<file path="config.mk">
export PLATFORM = sky130hd
export DESIGN_NAME = pipe_hazard_ctrl
export DESIGN_NICKNAME = d
export VERILOG_FILES = /design/src/rtl/pipe_hazard_ctrl.sv
export SDC_FILE = /design/constraint.sdc
export NUM_CORES = 1
export LEC_CHECK = 0
export CAP_MARGIN = 30
export CORE_MARGIN = 2
export CORE_UTILIZATION = 34
export CTS_BUF_LIST = sky130_fd_sc_hd__clkbuf_16
export CTS_CLUSTER_DIAMETER = 150
export DETAILED_ROUTE_END_ITERATION = 10
export PLACE_DENSITY = 0.78
export RECOVER_POWER = 25
export SYNTH_ARGS = -nofsm -noshare
export SYNTH_HDL_FRONTEND = slang
export SYNTH_SLANG_ARGS = --single-unit
</file>
<file path="constraint.sdc">
create_clock -name clk -period 1.5 [get_ports clk]
set_input_delay 0.15 -clock clk [delete_from_list [all_inputs] [get_ports clk]]
set_output_delay 0.15 -clock clk [all_outputs]
set_load 0.005 [all_outputs]
</file>
<file path="src/rtl/pipe_hazard_ctrl.sv">
// pipe_hazard_ctrl: 5-stage pipeline stall/flush sequencer (PIPE_CTRL_PERF_EN adds perf_stall/perf_flush counters)
module pipe_hazard_ctrl #(
  parameter int LOAD_STALL_CYCLES = 1
) (
  input  logic       clk,
  input  logic       rst,
  input  logic       idex_memR,
  input  logic [4:0] idex_gprDes,
  input  logic [4:0] ifid_rs,
  input  logic [4:0] ifid_rt,
  input  logic       ifid_useRt,
  input  logic       branch_taken,
  input  logic       exmem_memR,
  input  logic       exmem_memW,
  input  logic       dmem_ready,
  output logic       pc_write,
  output logic       ifid_write,
  output logic       idex_write,
  output logic       exmem_write,
  output logic       memwb_write,
  output logic       ifid_flush,
  output logic       idex_flush,
  output logic       exmem_flush,
  output logic [1:0] ctrl_state
`ifdef PIPE_CTRL_PERF_EN
  ,
  output logic [31:0] perf_stall,
  output logic [31:0] perf_flush
`endif
);
  typedef enum logic [1:0] {RUN = 2'd0, LOAD_STALL = 2'd1, MEM_WAIT = 2'd2} state_t;
  state_t state;
  logic [2:0] stall_cnt;
  logic mem_stall, lu_hazard, eff_ls, flush, bubble;
  always_comb begin
    mem_stall = (exmem_memR | exmem_memW) & !dmem_ready;
    lu_hazard = idex_memR & (idex_gprDes != 5'd0) &
                ((idex_gprDes == ifid_rs) | (ifid_useRt & (idex_gprDes == ifid_rt)));
    eff_ls = (state == LOAD_STALL) | ((state == MEM_WAIT) & (stall_cnt != 3'd0));
    flush = !mem_stall & branch_taken;
    bubble = !mem_stall & !branch_taken & (eff_ls | lu_hazard);
    pc_write = !rst & !mem_stall & !bubble;
    ifid_write = !rst & !mem_stall & !bubble;
    idex_write = !rst & !mem_stall;
    exmem_write = !rst & !mem_stall;
    memwb_write = !rst & !mem_stall;
    ifid_flush = rst | flush;
    idex_flush = rst | flush | bubble;
    exmem_flush = rst | flush;
  end
  assign ctrl_state = state;
  always_ff @(posedge clk) begin
    if (rst) begin
      state <= RUN;
      stall_cnt <= 3'd0;
    end else if (mem_stall) begin
      state <= MEM_WAIT;
    end else if (branch_taken) begin
      state <= RUN;
      stall_cnt <= 3'd0;
    end else if (eff_ls) begin
      stall_cnt <= stall_cnt - 3'd1;
      state <= (stall_cnt == 3'd1) ? RUN : LOAD_STALL;
    end else if (lu_hazard && LOAD_STALL_CYCLES > 1) begin
      stall_cnt <= 3'(LOAD_STALL_CYCLES - 1);
      state <= LOAD_STALL;
    end else begin
      state <= RUN;
    end
  end
`ifdef PIPE_CTRL_PERF_EN
  always_ff @(posedge clk) begin
    if (rst) begin
      perf_stall <= 32'd0;
      perf_flush <= 32'd0;
    end else begin
      perf_stall <= perf_stall + 32'(bubble | mem_stall);
      perf_flush <= perf_flush + 32'(flush);
    end
  end
`endif
endmodule

</file>
# Yosys cells after proc, flatten, opt, wreduce, memory -nomap -nowiden
# Cells that the tools add are included.
word_totals:
  register_bits: 5
  inputBits: 23
  out_inout_bits: 10
  elab_cells: 43
op_classes:
  n_addsub: 1
  n_eq_ne: 5
  mux: 6
  n_bitwise: 18
  n_reduce_logical: 10
op_table:
  columns: ["cell", "n"]
  rows:
  - ["$and A1 B1 Y1", 10]
  - ["$eq A5 B5 Y1", 2]
  - ["$mux W3", 2]
  - ["$or A1 B1 Y1", 6]
  - ["$logic_not A1 Y1", 5]
  - ["$reduce_bool A5 Y1", 1]
  - ["$reduce_or A4 Y1", 1]
  - ["$eq A3 B1 Y1 const B", 1]
  - ["$mux W1", 3]
  - ["$reduce_bool A3 Y1", 1]
  - ["$sub A3 B1 Y3 const B", 1]
  - ["$eq A2 B1 Y1 const B", 1]
  - ["$eq A2 B2 Y1 const B", 1]
  - ["$mux W2", 1]
  - ["$not A1 Y1", 2]
  - ["$reduce_and A2 Y1", 1]
  - ["$reduce_bool A2 Y1", 1]

# Longest topological paths before layout
depth:
  ltp_word: 8
  ltp_mapped: 7
  depth_no_buf: 6

# Worst setup path before layout
# No wires, ideal clock.
synth_path:
  kind: "register to output"
  from: "register stall_cnt[0]"
  to: "output pc_write"
  t_arrival_ns: 1.178
  required_ns: 1.350
  path_slack_ns: 0.172
  path_stages_with_launch: 8
  n_path_buf: 1
  path_cell_list: "dfxtp_1 inv_1 ha_1 nand2b_1 a21o_1 nand2_1 o211a_1 buf_4"
synth_between:
  elab_chain_len: 7
synth_rtl:
  columns: ["element", "line_no", "rtl"]
  rows:
  - ["start: declaration", "33", "logic [2:0] stall_cnt;"]
  - ["start signal: assignment", "62", "stall_cnt <= stall_cnt - 3'd1;"]
  - ["start signal: assignment", "65", "stall_cnt <= 3'(LOAD_STALL_CYCLES - 1);"]
  - ["$reduce_bool A3 Y1", "39", "eff_ls = (state == LOAD_STALL) | ((state == MEM_WAIT) & (stall_cnt != 3'd0));"]
  - ["$and A1 B1 Y1", "39", null]
  - ["$or A1 B1 Y1", "39", null]
  - ["$or A1 B1 Y1", "41", "bubble = !mem_stall & !branch_taken & (eff_ls | lu_hazard);"]
  - ["$and A1 B1 Y1", "41", null]
  - ["$logic_not A1 Y1", null, null]
  - ["$and A1 B1 Y1", null, null]
  - ["end: declaration", "16", "output logic pc_write,"]
# Every way passes these cells.

# Final worst setup path
layout_path:
  from: "register stall_cnt[1]"
  to: "output ifid_write"
layout_between:
  elab_chain_len: 7
layout_rtl:
  columns: ["element", "line_no", "rtl"]
  rows:
  - ["$reduce_bool A3 Y1", "39", null]
  - ["$and A1 B1 Y1", "39", null]
  - ["$or A1 B1 Y1", "39", null]
  - ["$or A1 B1 Y1", "41", null]
  - ["$and A1 B1 Y1", "41", null]
  - ["$logic_not A1 Y1", "43", "ifid_write = !rst & !mem_stall & !bubble;"]
  - ["$and A1 B1 Y1", "43", null]
  - ["end: declaration", "17", "output logic ifid_write,"]
# Every way passes these cells.

==> results <==
- The flow ran to the end, and the final reports show no timing, DRC or antenna violations.
- 33 I/O pins were placed.
- The synthesized netlist contains 29 unique library cells.
- After detailed routing, the total wire length is approximately 1800 microns.
- The width of the die is ~42 microns.
- Summed over all cells, the static leakage comes to between 0.5 and 0.6 nW.
- The startpoint of the most critical hold path is dmem_ready.
- Counting buffers and inverters, the worst setup path is 7 cells deep.
- The clock tree from TritonCTS is done.
- After layout, the worst path uses 98.9% of the clock period.
- The overall power after layout is 0.742 mW.
- The class of the most critical hold timing path is in2reg.
- Cells with a size suffix above 1 make up a little under half of the layout.
- Yosys printed 0 warnings.
- Clock-pin slew was measured on the worst setup and hold paths at around 0.03 ns.
- Timing analysis after detailed placement gives a worst setup slack of -0.664 ns.
- Summing the areas of all compound-gate instances in the mapped netlist gives 25.3% of the synthesized area.
- In the routed design, unresolved DRC markers number 0.
- In this design, the stage delay of the slowest critical-path cell is between 0.3 and 0.4 ns.
- The worst supply voltage drop on vdd is ~0.40 mV.
- Max-cap violations in this run came to 0.
- The cell area power density is approximately 700 nW/um^2.
- The maximum number of pins on one net before global-route repair is 6.
- The highest signal layer in the routed design is met4.
- In the final routing, the length of wire on met1 measures 656 microns.
- The worst-path cell with the longest stage delay is sky130_fd_sc_hd__dfxtp_2.
- Summing the areas of all xor and xnor instances in the mapped netlist gives about 18% of the synthesized area.
- The die extent in y is between 40 and 50 microns.
- The number of buffers and inverters on the critical path is 2.
- The net count after synthesis is 84.
- STA classifies the critical path startpoint as a register.
- The die covers between 1500 and 2000 sq um.
- The family with the most delay on the worst path is compound AO/OA/AOI/OAI gates.
- Clock skew on the completed layout was measured at 0.000234 ns.
- The count of final max-slew check failures is 0.
- The cell count of the worst hold path is 3.
- The final setup slack of the worst path is roughly 0.017 ns.
- The count of antenna-violating nets left after detailed routing is 0.
- The first detailed-routing pass took 4 iterations.
- For this block, the via count after detailed routing is 646.
- The critical path endpoint category is a primary output.
- The wire length on met2 is 954 microns.
- The number of inserted diodes is 0.
- Port buffering added 32 buffers.
- The total area inside the core boundary comes to between 1000 and 1500 sq um.
- STA puts the critical path data required time at 1.35 ns.
- The number of CTS-inserted buffers is 3.
- The post-detailed-route wirelength per cell is ~14 microns.
- The final total negative setup slack is 0 ns.
- The final hold violation count is 0.
- Global routing consumed, over all layers together, about 20% of the routing resources.
- CTS built an H-tree with a depth of 1.
- The insertion delay to the later sink of the worst-skew pair is 0.22 ns.
- Subtracting the final worst setup slack from the clock period gives roughly 1.5 ns.
- The count of hold buffers inserted by post-cts repair is 0.
- The first global-routing pass estimated about 2700 microns of wire.
- Wire segments on met3 add up to between 100 and 150 microns in the final route.
- The peak clock frequency supported by timing is ~670 MHz.
- The congestion estimate from routability-driven global placement came to 0.759.
- The beginning of the critical path is stall_cnt[1]$_SDFFE_PP0P_.
- The worst reg2reg path depth is 7.
- The main combinational cell family by area after synthesis is compound AO/OA/AOI/OAI gates.
- The mean instance size in the synthesized netlist is around 8.3 sq um.
- The slew at the pin with the worst max-slew slack is approximately 0.26 ns.
- The synthesis-to-layout area growth is 120%.
- At the end of the flow the core is filled with cells to 81.1%.
- The HPWL after detailed placement is 1280 microns.
- The floorplan has 13 rows.
- The number of global-route vias before repair is between 600 and 700.
- The DRC marker count from the first detailed-route iteration is 20.
- The biggest fanout along the worst timing path is 3.
- The multiplexer share of the synthesized area is 0%.
- Headroom to the max-slew limit came out at 82.7%.
- The initial utilization of the core area, before any placement, comes to 36.8%.
- The post-synthesis simple-gate area fraction is between 10% and 20%.
- The cell at the root of the clock tree is sky130_fd_sc_hd__clkbuf_16.
- Counting along the longest clock path gives a buffer depth of 2.
- Setup violations remaining at the end of the flow were counted as 0.
- Summing the areas of all fa, ha and maj instances in the mapped netlist gives under 10% of the synthesized area.
- For this run, the register share of the synthesized area comes to 20.9%.
- The worst register-to-register path begins at stall_cnt[1]$_SDFFE_PP0P_.
- Counting the fill cells in the layout gives 88.
- The netlist area before placement is 479 sq um.
- Walking the worst path, the cells encountered are inv_2 -> ha_4 -> nand2b_4 -> a21o_1 -> nand2_1 -> o211a_1 -> buf_2.
- The net count of the finished layout is 139.
- The total clock sinks is 5.
- Synthesis produced a netlist whose cell count is 58.
- The number of antenna violations at the first check in global routing is 0.
- After global routing the overflow that remains totals 0.
- The critical path in this run is classified as reg2out.
- STA puts the critical path data arrival time at roughly 1.3 ns.
- The number of synthesized register bits is 5.
- Dividing the detail-routed via count by the number of cells gives around 5.
- Setup repair after global routing could not meet its margin everywhere.
-- final timing paths --
| kind | slack [ns] | to |
|---|---|---|
| worst max-delay path | 0.02 | ifid_write |
| worst min-delay path | 0.34 | ctrl_state[1]$_SDFF_PP0_ |
| worst max register to register | 0.05 | stall_cnt[2]$_SDFFE_PP0P_ |
| worst min register to register | 0.50 | stall_cnt[1]$_SDFFE_PP0P_ |
-- cell usage after synthesis, drive strengths merged --
library cell  instances  area (sq um)
xor2                  9          78.8
dfxtp                 5           100
a21oi                 4          20.0
buf                   4          30.0
nor2                  4          17.5
ha                    3          37.5
inv                   3          11.3
o21ai                 3          15.0
a21o                  2          15.0
nand2                 2          7.51
nor2b                 2          12.5
a211o                 1          8.76
a211oi                1          7.51
a31oi                 1          6.26
a32oi                 1          8.76
and3                  1          6.26
nand2b                1          6.26
nand3                 1          5.00
nand3b                1          7.51
nand4                 1          6.26
nor3                  1          5.00
nor4                  1          6.26
o211a                 1          10.0
o211ai                1          12.5
o21ba                 1          10.0
o21bai                1          7.51
or4                   1          11.3
xnor2                 1          8.76
-- cell families (layout without fill, tap and decap cells) --
family / after synthesis / in the layout
AOI/OAI and AO/OA: 17 / 17
buffers and inverters: 7 / 61
adders and majority gates: 3 / 3
xor gates and xnor gates: 10 / 10
DFF: 5 / 5
and+or+nand+nor: 16 / 16
-- layer usage --
| metal | up-vias | global-route usage (%) |
|---|---|---|
| met3 | 2 | 3.48 |
| met4 | 0 | 3.87 |
| li1 | 310 | - |
| met2 | 44 | 38.1 |
| met1 | 290 | 22.4 |
| met5 | - | 0 |
-- where the power goes --
part	switching [mW]	internal (mW)
clock network	0.0840	0.345
registers	0.00128	0.135
logic	0.0729	0.104
-- repair_timing --
action	4_1_cts	5_1_grt
resized for setup	53	22
setup buffers	8	0
pin swaps	14	12
endpoints found under the setup margin	9	7
hold endpoints to repair	0	0
-- flip-flops by register name, indices dropped and copies added, names as in the netlist --
register    cells
stall_cnt       3
ctrl_state      2
-- per-stage QoR --
stage                     instance area (sq um)  instances  hold WS [ns]
after global routing                       1050        127         0.363
after global placement                      901        116         0.457
after CTS                                  1030        127         0.346
after detailed placement                    901        116         0.473
final                                      1050        127         0.345
after floorplan                             479         58         0.219
-- placed cells by master, fill, tap and decap left out, types with 2 or more instances in the layout --
cell and count:
sky130_fd_sc_hd__a21o_1 2, sky130_fd_sc_hd__a21oi_1 3, sky130_fd_sc_hd__buf_2 5, sky130_fd_sc_hd__buf_4 20, sky130_fd_sc_hd__buf_6 2, sky130_fd_sc_hd__clkbuf_16 3
sky130_fd_sc_hd__clkbuf_2 4, sky130_fd_sc_hd__clkdlybuf4s50_1 5, sky130_fd_sc_hd__dfxtp_1 3, sky130_fd_sc_hd__dfxtp_2 2, sky130_fd_sc_hd__dlygate4sd2_1 16, sky130_fd_sc_hd__ha_1 2
sky130_fd_sc_hd__inv_1 2, sky130_fd_sc_hd__inv_2 2, sky130_fd_sc_hd__nand2_1 2, sky130_fd_sc_hd__nor2_1 2, sky130_fd_sc_hd__nor2_4 2, sky130_fd_sc_hd__nor2b_2 2
sky130_fd_sc_hd__o21ai_0 2, sky130_fd_sc_hd__xor2_1 8
-- worst register-to-register path, cell delays in order (launching register included) --
cell                       delay, ns
sky130_fd_sc_hd__dfxtp_2        0.31
sky130_fd_sc_hd__inv_2          0.07
sky130_fd_sc_hd__ha_4           0.14
sky130_fd_sc_hd__nand2b_4       0.05
sky130_fd_sc_hd__a21o_1         0.19
sky130_fd_sc_hd__buf_4          0.16
sky130_fd_sc_hd__a211o_1        0.30
sky130_fd_sc_hd__a31oi_1        0.14
-- layout make-up --
class	count	area, sq um	share of cell area [%]
multi-input cells	46	419	39.7
inverters	3	11.3	1.07
clock buffers	3	75.1	7.12
well taps	15	18.8	1.78
clock inverters	1	3.75	0.356
repair buffers	54	424	40.2
flip-flops and latches	5	103	9.73
Note: power is estimated with default switching activity, not from simulation.
